File: config.mk
export PLATFORM = sky130hd
export DESIGN_NAME = usb_rx_ctrl
export DESIGN_NICKNAME = d
export VERILOG_FILES = /design/src/rtl/usb_pkg.sv /design/src/rtl/usb_bit_sampler.sv /design/src/rtl/usb_rx_ctrl.sv
export SDC_FILE = /design/constraint.sdc
export NUM_CORES = 1
export LEC_CHECK = 0
export ABC_CLOCK_PERIOD_IN_PS = 6200
export BUFFER_PORTS_ARGS = -buffer_cell sky130_fd_sc_hd__buf_2
export CORE_MARGIN = 1.5
export CORE_UTILIZATION = 40
export DETAILED_ROUTE_END_ITERATION = 8
export GPL_ROUTABILITY_DRIVEN = 0
export GPL_TIMING_DRIVEN = 0
export PLACE_DENSITY = 0.52
export SETUP_SLACK_MARGIN = 0.2
export SYNTH_ARGS = -nofsm -noshare
export SYNTH_HDL_FRONTEND = slang
export SYNTH_SLANG_ARGS = --single-unit
File: constraint.sdc
create_clock -name clk -period 6.2 [get_ports clk]
set_input_delay 1.24 -clock clk [delete_from_list [all_inputs] [get_ports clk]]
set_output_delay 1.24 -clock clk [all_outputs]
set_load 0.02 [all_outputs]
File: src/rtl/usb_pkg.sv
// Shared encodings for the USB receive path: line states, sequencer states,
// error causes and the SYNC pattern.
package usb_pkg;

  typedef enum logic [1:0] {
    LS_SE0 = 2'b00,
    LS_K   = 2'b01,
    LS_J   = 2'b10,
    LS_SE1 = 2'b11
  } line_state_t;

  typedef enum logic [2:0] {
    ST_IDLE  = 3'd0,
    ST_SYNC  = 3'd1,
    ST_DATA  = 3'd2,
    ST_EOP   = 3'd3,
    ST_ERROR = 3'd4
  } rx_state_t;

  localparam logic [2:0] ERR_NONE         = 3'd0;
  localparam logic [2:0] ERR_SYNC_TIMEOUT = 3'd1;
  localparam logic [2:0] ERR_STUFF        = 3'd2;
  localparam logic [2:0] ERR_ALIGN        = 3'd3;
  localparam logic [2:0] ERR_OVERFLOW     = 3'd4;
  localparam logic [2:0] ERR_SE1          = 3'd5;

  // Decoded bits shift in at the MSB, so the last eight wire bits 0000_0001 read back as this.
  localparam logic [7:0] SYNC_PATTERN = 8'b1000_0000;

  function automatic logic nrzi_bit(input line_state_t cur, input line_state_t prev);
    return (cur == prev);
  endfunction

endpackage

File: src/rtl/usb_bit_sampler.sv
// Synchronises D+/D-, decodes the line state and recovers a mid-bit sample strobe
// from a phase counter that realigns on every line transition.
module usb_bit_sampler
  import usb_pkg::*;
#(
  parameter int CLKS_PER_BIT = 4
) (
  input  logic        clk,
  input  logic        rst,
  input  logic        usb_dp,
  input  logic        usb_dm,
  output logic        bit_stb,
  output line_state_t line_state,
  output line_state_t prev_line_state
);

  localparam int PW = $clog2(CLKS_PER_BIT);

  logic [1:0]  dp_sync_r;
  logic [1:0]  dm_sync_r;
  line_state_t cur_ls_s;
  line_state_t last_ls_r;
  logic [PW-1:0] phase_r;
  logic [PW-1:0] phase_nxt_s;

  assign cur_ls_s = line_state_t'({dp_sync_r[1], dm_sync_r[1]});

  // Next phase: realign on a line transition, otherwise wrap at the bit length.
  always_comb begin
    phase_nxt_s = '0;
    if (cur_ls_s != last_ls_r) begin
      phase_nxt_s = '0;
    end else if (phase_r == PW'(CLKS_PER_BIT - 1)) begin
      phase_nxt_s = '0;
    end else begin
      phase_nxt_s = phase_r + PW'(1);
    end
  end

  // Synchronisers, phase tracking and mid-bit sampling.
  always_ff @(posedge clk) begin
    if (!rst) begin
      dp_sync_r       <= 2'b11;
      dm_sync_r       <= 2'b00;
      last_ls_r       <= LS_J;
      phase_r         <= '0;
      bit_stb         <= 1'b0;
      line_state      <= LS_J;
      prev_line_state <= LS_J;
    end else begin
      dp_sync_r <= {dp_sync_r[0], usb_dp};
      dm_sync_r <= {dm_sync_r[0], usb_dm};
      last_ls_r <= cur_ls_s;
      phase_r   <= phase_nxt_s;
      bit_stb   <= (phase_nxt_s == PW'(CLKS_PER_BIT / 2 - 1));
      if (phase_nxt_s == PW'(CLKS_PER_BIT / 2 - 1)) begin
        line_state      <= cur_ls_s;
        prev_line_state <= line_state;
      end
    end
  end

endmodule

File: src/rtl/usb_rx_ctrl.sv
// Receive sequencer: NRZI decode, bit destuffing, SYNC/DATA/EOP framing, bus-reset
// detection and the byte handshake towards the device core.
module usb_rx_ctrl
  import usb_pkg::*;
#(
  parameter int CLKS_PER_BIT = 4,
  parameter int RESET_BITS   = 16,
  parameter int SYNC_TIMEOUT = 32
) (
  input  logic       clk,
  input  logic       rst,
  input  logic       usb_dp,
  input  logic       usb_dm,
  input  logic       rx_ready,
  output logic [7:0] rx_data,
  output logic       rx_valid,
  output logic       usb_en,
  output logic       pkt_end,
  output logic       bus_reset,
  output logic       rx_err,
  output logic [2:0] err_code
);

  localparam int SW = $clog2(RESET_BITS + 1);
  localparam int TW = $clog2(SYNC_TIMEOUT + 1);

  logic        bit_stb_s;
  line_state_t line_state_s;
  line_state_t prev_line_state_s;
  logic        nrzi_s;
  logic [7:0]  sync_next_s;
  logic [7:0]  byte_next_s;

  rx_state_t   state_r;
  logic [7:0]  sync_sr_r;
  logic [7:0]  data_sr_r;
  logic [TW-1:0] sync_cnt_r;
  logic [SW-1:0] se0_cnt_r;
  logic [2:0]  bit_cnt_r;
  logic [2:0]  ones_cnt_r;
  logic [1:0]  eop_cnt_r;
  logic        j_seen_r;

  usb_bit_sampler #(.CLKS_PER_BIT(CLKS_PER_BIT)) u_sampler (
    .clk             (clk),
    .rst             (rst),
    .usb_dp          (usb_dp),
    .usb_dm          (usb_dm),
    .bit_stb         (bit_stb_s),
    .line_state      (line_state_s),
    .prev_line_state (prev_line_state_s)
  );

  assign nrzi_s      = nrzi_bit(line_state_s, prev_line_state_s);
  assign sync_next_s = {nrzi_s, sync_sr_r[7:1]};
  assign byte_next_s = {nrzi_s, data_sr_r[7:1]};

  // Sequencer and registered outputs; everything advances on the bit strobe except pulse/handshake clears.
  always_ff @(posedge clk) begin
    if (!rst) begin
      state_r <= ST_IDLE;   sync_sr_r <= 8'h00;  data_sr_r <= 8'h00;
      sync_cnt_r <= '0;     se0_cnt_r <= '0;     bit_cnt_r <= 3'd0;
      ones_cnt_r <= 3'd0;   eop_cnt_r <= 2'd0;   j_seen_r  <= 1'b0;
      rx_data <= 8'h00;     rx_valid <= 1'b0;    usb_en <= 1'b0;
      pkt_end <= 1'b0;      bus_reset <= 1'b0;   rx_err <= 1'b0;
      err_code <= ERR_NONE;
    end else begin
      pkt_end   <= 1'b0;
      bus_reset <= 1'b0;
      rx_err    <= 1'b0;
      if (rx_valid && rx_ready) rx_valid <= 1'b0;
      if (bit_stb_s) begin
        if (line_state_s == LS_SE0) begin
          if (se0_cnt_r != SW'(RESET_BITS)) se0_cnt_r <= se0_cnt_r + SW'(1);
        end else begin
          se0_cnt_r <= '0;
        end
        j_seen_r <= 1'b0;
        if (line_state_s == LS_SE0 && se0_cnt_r == SW'(RESET_BITS - 1)) begin
          bus_reset <= 1'b1;
          state_r   <= ST_IDLE;
          rx_valid  <= 1'b0;
          usb_en    <= 1'b0;
        end else begin
          case (state_r)
            ST_IDLE: begin
              if (line_state_s == LS_K) begin
                state_r    <= ST_SYNC;
                sync_sr_r  <= 8'h7F;
                sync_cnt_r <= TW'(1);
              end
            end
            ST_SYNC: begin
              if (line_state_s == LS_SE1) begin
                state_r <= ST_ERROR; usb_en <= 1'b0; rx_err <= 1'b1; err_code <= ERR_SE1;
              end else if (line_state_s != LS_SE0 && sync_next_s == SYNC_PATTERN) begin
                state_r    <= ST_DATA;
                usb_en     <= 1'b1;
                ones_cnt_r <= 3'd0;
                bit_cnt_r  <= 3'd0;
              end else if (sync_cnt_r >= TW'(SYNC_TIMEOUT - 1)) begin
                state_r <= ST_ERROR; usb_en <= 1'b0; rx_err <= 1'b1; err_code <= ERR_SYNC_TIMEOUT;
              end else begin
                sync_cnt_r <= sync_cnt_r + TW'(1);
                if (line_state_s != LS_SE0) sync_sr_r <= sync_next_s;
              end
            end
            ST_DATA: begin
              if (line_state_s == LS_SE1) begin
                state_r <= ST_ERROR; usb_en <= 1'b0; rx_err <= 1'b1; err_code <= ERR_SE1;
              end else if (line_state_s == LS_SE0) begin
                if (bit_cnt_r != 3'd0) begin
                  state_r <= ST_ERROR; usb_en <= 1'b0; rx_err <= 1'b1; err_code <= ERR_ALIGN;
                end else begin
                  state_r   <= ST_EOP;
                  eop_cnt_r <= 2'd1;
                end
              end else if (ones_cnt_r == 3'd6) begin
                // Stuffed position: a 0 is discarded, a 1 is a stuffing violation.
                if (nrzi_s) begin
                  state_r <= ST_ERROR; usb_en <= 1'b0; rx_err <= 1'b1; err_code <= ERR_STUFF;
                end else begin
                  ones_cnt_r <= 3'd0;
                end
              end else begin
                data_sr_r  <= byte_next_s;
                ones_cnt_r <= nrzi_s ? ones_cnt_r + 3'd1 : 3'd0;
                bit_cnt_r  <= bit_cnt_r + 3'd1;
                if (bit_cnt_r == 3'd7) begin
                  if (rx_valid && !rx_ready) begin
                    rx_err   <= 1'b1;
                    err_code <= ERR_OVERFLOW;
                  end else begin
                    rx_data  <= byte_next_s;
                    rx_valid <= 1'b1;
                  end
                end
              end
            end
            ST_EOP: begin
              if (line_state_s == LS_SE1) begin
                state_r <= ST_ERROR; usb_en <= 1'b0; rx_err <= 1'b1; err_code <= ERR_SE1;
              end else if (line_state_s == LS_SE0) begin
                if (eop_cnt_r != 2'd3) eop_cnt_r <= eop_cnt_r + 2'd1;
              end else if (line_state_s == LS_J) begin
                state_r <= ST_IDLE;
                usb_en  <= 1'b0;
                if (eop_cnt_r <= 2'd2) pkt_end <= 1'b1;
              end else begin
                state_r <= ST_ERROR; usb_en <= 1'b0; rx_err <= 1'b1; err_code <= ERR_ALIGN;
              end
            end
            ST_ERROR: begin
              usb_en <= 1'b0;
              if (line_state_s == LS_J) begin
                if (j_seen_r) state_r <= ST_IDLE;
                else j_seen_r <= 1'b1;
              end
            end
            default: begin
              state_r <= ST_IDLE;
              usb_en  <= 1'b0;
            end
          endcase
        end
      end
    end
  end

endmodule

After elaboration in Yosys (flattened, before gate mapping)
Index checks and enable logic that the tools add are counted.
- bits in registers: 68
- output and inout bits: 16
- $add $sub $neg: 6
- $lt $le $gt $ge: 2
- equal/unequal tests: 50
- muxes and demuxes: 105
- bitwise gates (word level): 9
- reduce and logical (&&, ||, !) cells: 27
- operator list (cell ; count):
    $mux W3 ; 38
    $mux W8 ; 5
    $ne A5 B5 Y1 const B ; 8
    $reduce_and A8 Y1 ; 5
    $mux W1 ; 39
    $ne A2 B2 Y1 const B ; 17
    $mux W6 ; 4
    $ne A3 B3 Y1 const B ; 8
    $mux W2 ; 8
    $pmux W8 S2 ; 1
    $pmux W3 S5 ; 1
    $reduce_and A7 Y1 ; 2
    $pmux W3 S2 ; 2
    $pmux W6 S2 ; 1
    $reduce_and A11 Y1 ; 1
    $mux W5 ; 2
    $eq A3 B3 Y1 const B ; 3
    $not A1 Y1 ; 9
    $pmux W3 S3 ; 1
    $reduce_and A9 Y1 ; 1
    $eq A8 B8 Y1 const B ; 1
    $ne A4 B4 Y1 const B ; 2
    $reduce_bool A2 Y1 ; 4
    $reduce_or A7 Y1 ; 1
    other kinds (24) ; 35

Logic depth before layout (Yosys ltp)
- word-level depth: 10
- depth in mapped cells: 9
- mapped depth without buffers: 8

Modules after synthesis
From an unflattened synthesis, not the netlist that was laid out.
- cell total of the unflattened synthesis: 358
- area, all modules: 3304.4 um^2
- modules (own cells, without submodules) (module ; instances ; cells an instance ; area an instance (um^2) ; sequential area each (um^2)):
    usb_rx_ctrl ; 1 ; 318 ; 2867.8 ; 1061.0
    usb_bit_sampler ; 1 ; 40 ; 436.7 ; 260.2

Least setup slack after synthesis
No wires, ideal clock.
- kind: flip-flop to flip-flop
- start point: reg se0_cnt_r[0]
- end point: reg sync_sr_r[1]
- data arrival time: 2.025 ns
- required time: 6.081 ns
- slack: 4.056 ns
- cell stages (with the launch flop): 9
- path buffers: 0
- cells stage by stage: dfxtp_1 > ha_1 > and3_1 > ha_1 > a21oi_2 > o2111ai_4 > nor3_4 > nand2_2 > o221a_1
- cells in the longest elaborated chain, start to end: 4
- ends and longest elaborated chain (what ; RTL line ; RTL):
    start, declared ; usb_rx_ctrl.sv:38 ; logic [SW-1:0] se0_cnt_r;
    start signal, assigned ; usb_rx_ctrl.sv:74 ; if (se0_cnt_r != SW'(RESET_BITS)) se0_cnt_r <= se0_cnt_r + SW'(1);
    $eq A5 B4 Y1 ; usb_rx_ctrl.sv:79 ; if (line_state_s == LS_SE0 && se0_cnt_r == SW'(RESET_BITS - 1)) begin
    $logic_and A1 B1 Y1 ; usb_rx_ctrl.sv:79 ;
    $not A1 Y1 (no line) ; - ;
    $reduce_and A8 Y1 (no line) ; - ;
    end signal, assigned ; usb_rx_ctrl.sv:105 ; if (line_state_s != LS_SE0) sync_sr_r <= sync_next_s;
    end, declared ; usb_rx_ctrl.sv:35 ; logic [7:0] sync_sr_r;
Every way passes these cells.
A chain may end at the register's enable or synchronous reset.

Worst setup path in the final report
- start point: reg se0_cnt_r[0]
- end point: reg sync_sr_r[4]
Same word-level chain as after synthesis.

==> flow_metrics.py <==
metrics = {
    "run_status": {
        "outcome": "finished clean",
    },
    "synthesis": {
        "synthesis.area_um2": 3350,
        "syn_inst": 364,
        "avgSynthCellArea_um2": 9.19,
        "synth-edff-count": 0,
        "ys.flop_type": "dfxtp_1",
        "synth-seq-cells": 66,
        "synthDistinctLibCells": 65,
        "syn_nets": 386,
        "ys_warn_count": 0,
        "synthArstFlopShare": 0,
        "synth-seq-area-share": 0.395,
    },
    "floorplanning": {
        "ios": 21,
        "die_area_um2": 8930,
        "die_w_um": 94.5,
        "die_y_um": 94.5,
        "core_um2": 8180,
        "rows": 33,
        "start_util": 0.409,
    },
    "setup_path": {
        "ff2ff_setup_slack_ps": 3750,
        "crit_type": "reg -> reg",
        "rr_endpoint": "sync_sr_r[4]",
        "cp_data_arrival_time_ps": 2690,
        "cp-startpoint": "se0_cnt_r[0]",
        "rr_startpoint": "se0_cnt_r[0]",
        "cp_max_fo": 8,
        "crit_path_end_kind": "flop",
        "start_kind": "flop",
        "required_ps": 6440,
        "reg2reg_depth": 8,
    },
    "route": {
        "viasPerCell": 5.40,
        "routedWlPerCell_um": 15.6,
        "detail_route.first_pass.iterations": 4,
        "first_iter_violations": 104,
        "route.detailed.drc": 0,
        "ant_nets": 0,
        "vias": 2721,
        "wl_um": 7840,
    },
    "clock_network": {
        "numCtsBuffers": 9,
        "ctsHoldBuffers": 0,
        "clk_path_buf_depth": 2,
        "cts.sinks": 66,
        "path_clk_slew_ps": 90,
        "cts-resized-gates": 0,
        "cts_tree": "yes",
        "post_cts_buffers": 0,
        "htreeDepth": 3,
        "clock_latency_ps": 360,
        "cts-root-buf": "clkbuf_8",
    },
    "finish": {
        "fin_cells": 504,
        "num-nets-final": 416,
        "layout_common_cells": "66 x dfxtp_1, 40 x nor2_1, 34 x nand2_1, 27 x mux2i_1, 25 x buf_2",
        "drive_gt1_frac": 0.165,
        "n_fill_cell": 853,
        "n_antenna_cell": 0,
        "final_common_cell": "dfxtp_1",
        "regArea_um2": 1320,
        "fin_area_um2": 3800,
        "area.growth.synth_to_final_pct": 13.5,
        "multiInputGateArea_um2": 1870,
    },
    "sta": {
        "fin_ws_ps": 3750,
        "clock_skew_ps": 12.7,
        "finalSetupViolCount": 0,
        "finalCriticalPeriod_ps": 2450,
        "fin_crit_sh": 0.395,
        "fin_setup_tns_ps": 0,
        "rsz0062_at_grt": "no",
        "max_freq_mhz": 408,
        "relSlewSlack": 0.562,
        "hold-worst-slack_ps": 419,
        "finalHoldViolations": 0,
        "final_max_slew_viol_count": 0,
        "worst_pin_slew_ps": 651,
    },
    "worst_hold_path": {
        "worstHoldPathCells": 1,
        "hold_end": "u_sampler.dp_sync_r[1]",
        "min_from": "u_sampler.dp_sync_r[0]",
        "hold_class": "reg -> reg",
    },
    "global_routing": {
        "first_global_vias": 2754,
        "grt_pass1_wl_um": 13600,
        "grt_max_degree": 14,
        "antenna_found_initial": 0,
        "grt_use_total": 0.200,
        "grt-ovfl-total": 0,
    },
    "placed_design": {
        "io_buffers": 19,
        "hpwl_um": 5640,
        "dp_cells": 488,
        "dpl_cell_area_um2": 3570,
        "pre_cts_slack_ps": 3620,
    },
    "pwr": {
        "p_leak_nw": 1.55,
        "irDropWorstVdd_mv": 0.104,
        "p_per_area_nw_per_um2": 250,
    },
    "run": {
        "cap_violations": 0,
    },
}
critical path, cell delays in order, from the launching register on:
cell and delay [ps]:
dfxtp_1 340, ha_1 210, and3_1 180, ha_1 290, a21oi_2 270, o2111ai_4 230, nor3_4 400, nand2_2 160
o221a_1 250
where the power goes:
part / internal (mW) / total (mW) / switching, mW
registers: 0.430 / 0.435 / 0.00507
logic: 0.0289 / 0.102 / 0.0727
clock network: 0.230 / 0.413 / 0.183
Yosys cell counts (all sizes together), types with 4 or more instances:
library cell  number  area, µm²
dfxtp             66       1320
nor2              41        156
nand2             36        140
mux2i             27        270
ha                17        213
inv               17       63.8
a21oi             16       83.8
nand3             13       65.1
buf               10       56.3
o21ai             10       50.1
clkbuf             9       33.8
nor4               7       68.8
a31oi              6       37.5
and2               6       37.5
nor3               6       57.6
o221a              6       67.6
and3               5       31.3
nand2b             5       38.8
nor2b              5       31.3
xnor2              5       43.8
a41oi              4       42.6
o211ai             4       35.0
per-stage QoR:
stage	utilization	total power [mW]
6_report	0.465	0.949
5_1_grt	0.465	0.995
4_1_cts	0.465	0.962
3_5_place_dp	0.437	0.546
3_3_place_gp	0.437	0.546
2_1_floorplan	-	0.514
worst max-delay path by stage:
stage                   end  depth (start not counted)
6_report       sync_sr_r[4]                          8
5_1_grt        sync_sr_r[3]                          8
4_1_cts        sync_sr_r[5]                          8
3_5_place_dp         rx_err                          4
3_3_place_gp         rx_err                          4
2_1_floorplan  sync_sr_r[1]                          8
cell families after synthesis:
group | Yosys count | share of synthesized area
multiplexers | 27 | 0.0807
AND/OR/NAND/NOR | 144 | 0.244
AO/OA/AOI/OAI | 69 | 0.158
flip-flops | 66 | 0.395
adder cells (fa/ha/maj) | 17 | 0.0636
buffers and inverters | 36 | 0.0460
XOR/XNOR | 5 | 0.0131
routing by layer:
metal	global-route usage	wire length [µm]	vias up
li1	-	-	1366
met1	0.264	3850	1297
met2	0.311	3570	46
met3	0.0411	273	12
met4	0.0970	150	0
met5	0	0	-
registers in the layout, indices dropped and copies added, names as in the netlist, 2 cells and up:
signal / count
u_sampler.last_ls_r: 2
u_sampler.line_state: 2
sync_cnt_r: 6
sync_sr_r: 7
err_code: 3
eop_cnt_r: 2
u_sampler.phase_r: 2
state_r: 3
u_sampler.prev_line_state: 2
bit_cnt_r: 3
u_sampler.dm_sync_r: 2
data_sr_r: 7
ones_cnt_r: 3
rx_data: 8
u_sampler.dp_sync_r: 2
se0_cnt_r: 5
area by class of cell:
cell class	instances	share of cell area
inverter	17	0.0168
clock inverter	7	0.0270
timing repair buffer	19	0.0250
buffer	19	0.0237
sequential	66	0.348
multi-input combinational	262	0.493
tap	105	0.0346
clock buffer	9	0.0326
(Power assumes the default switching activity.)
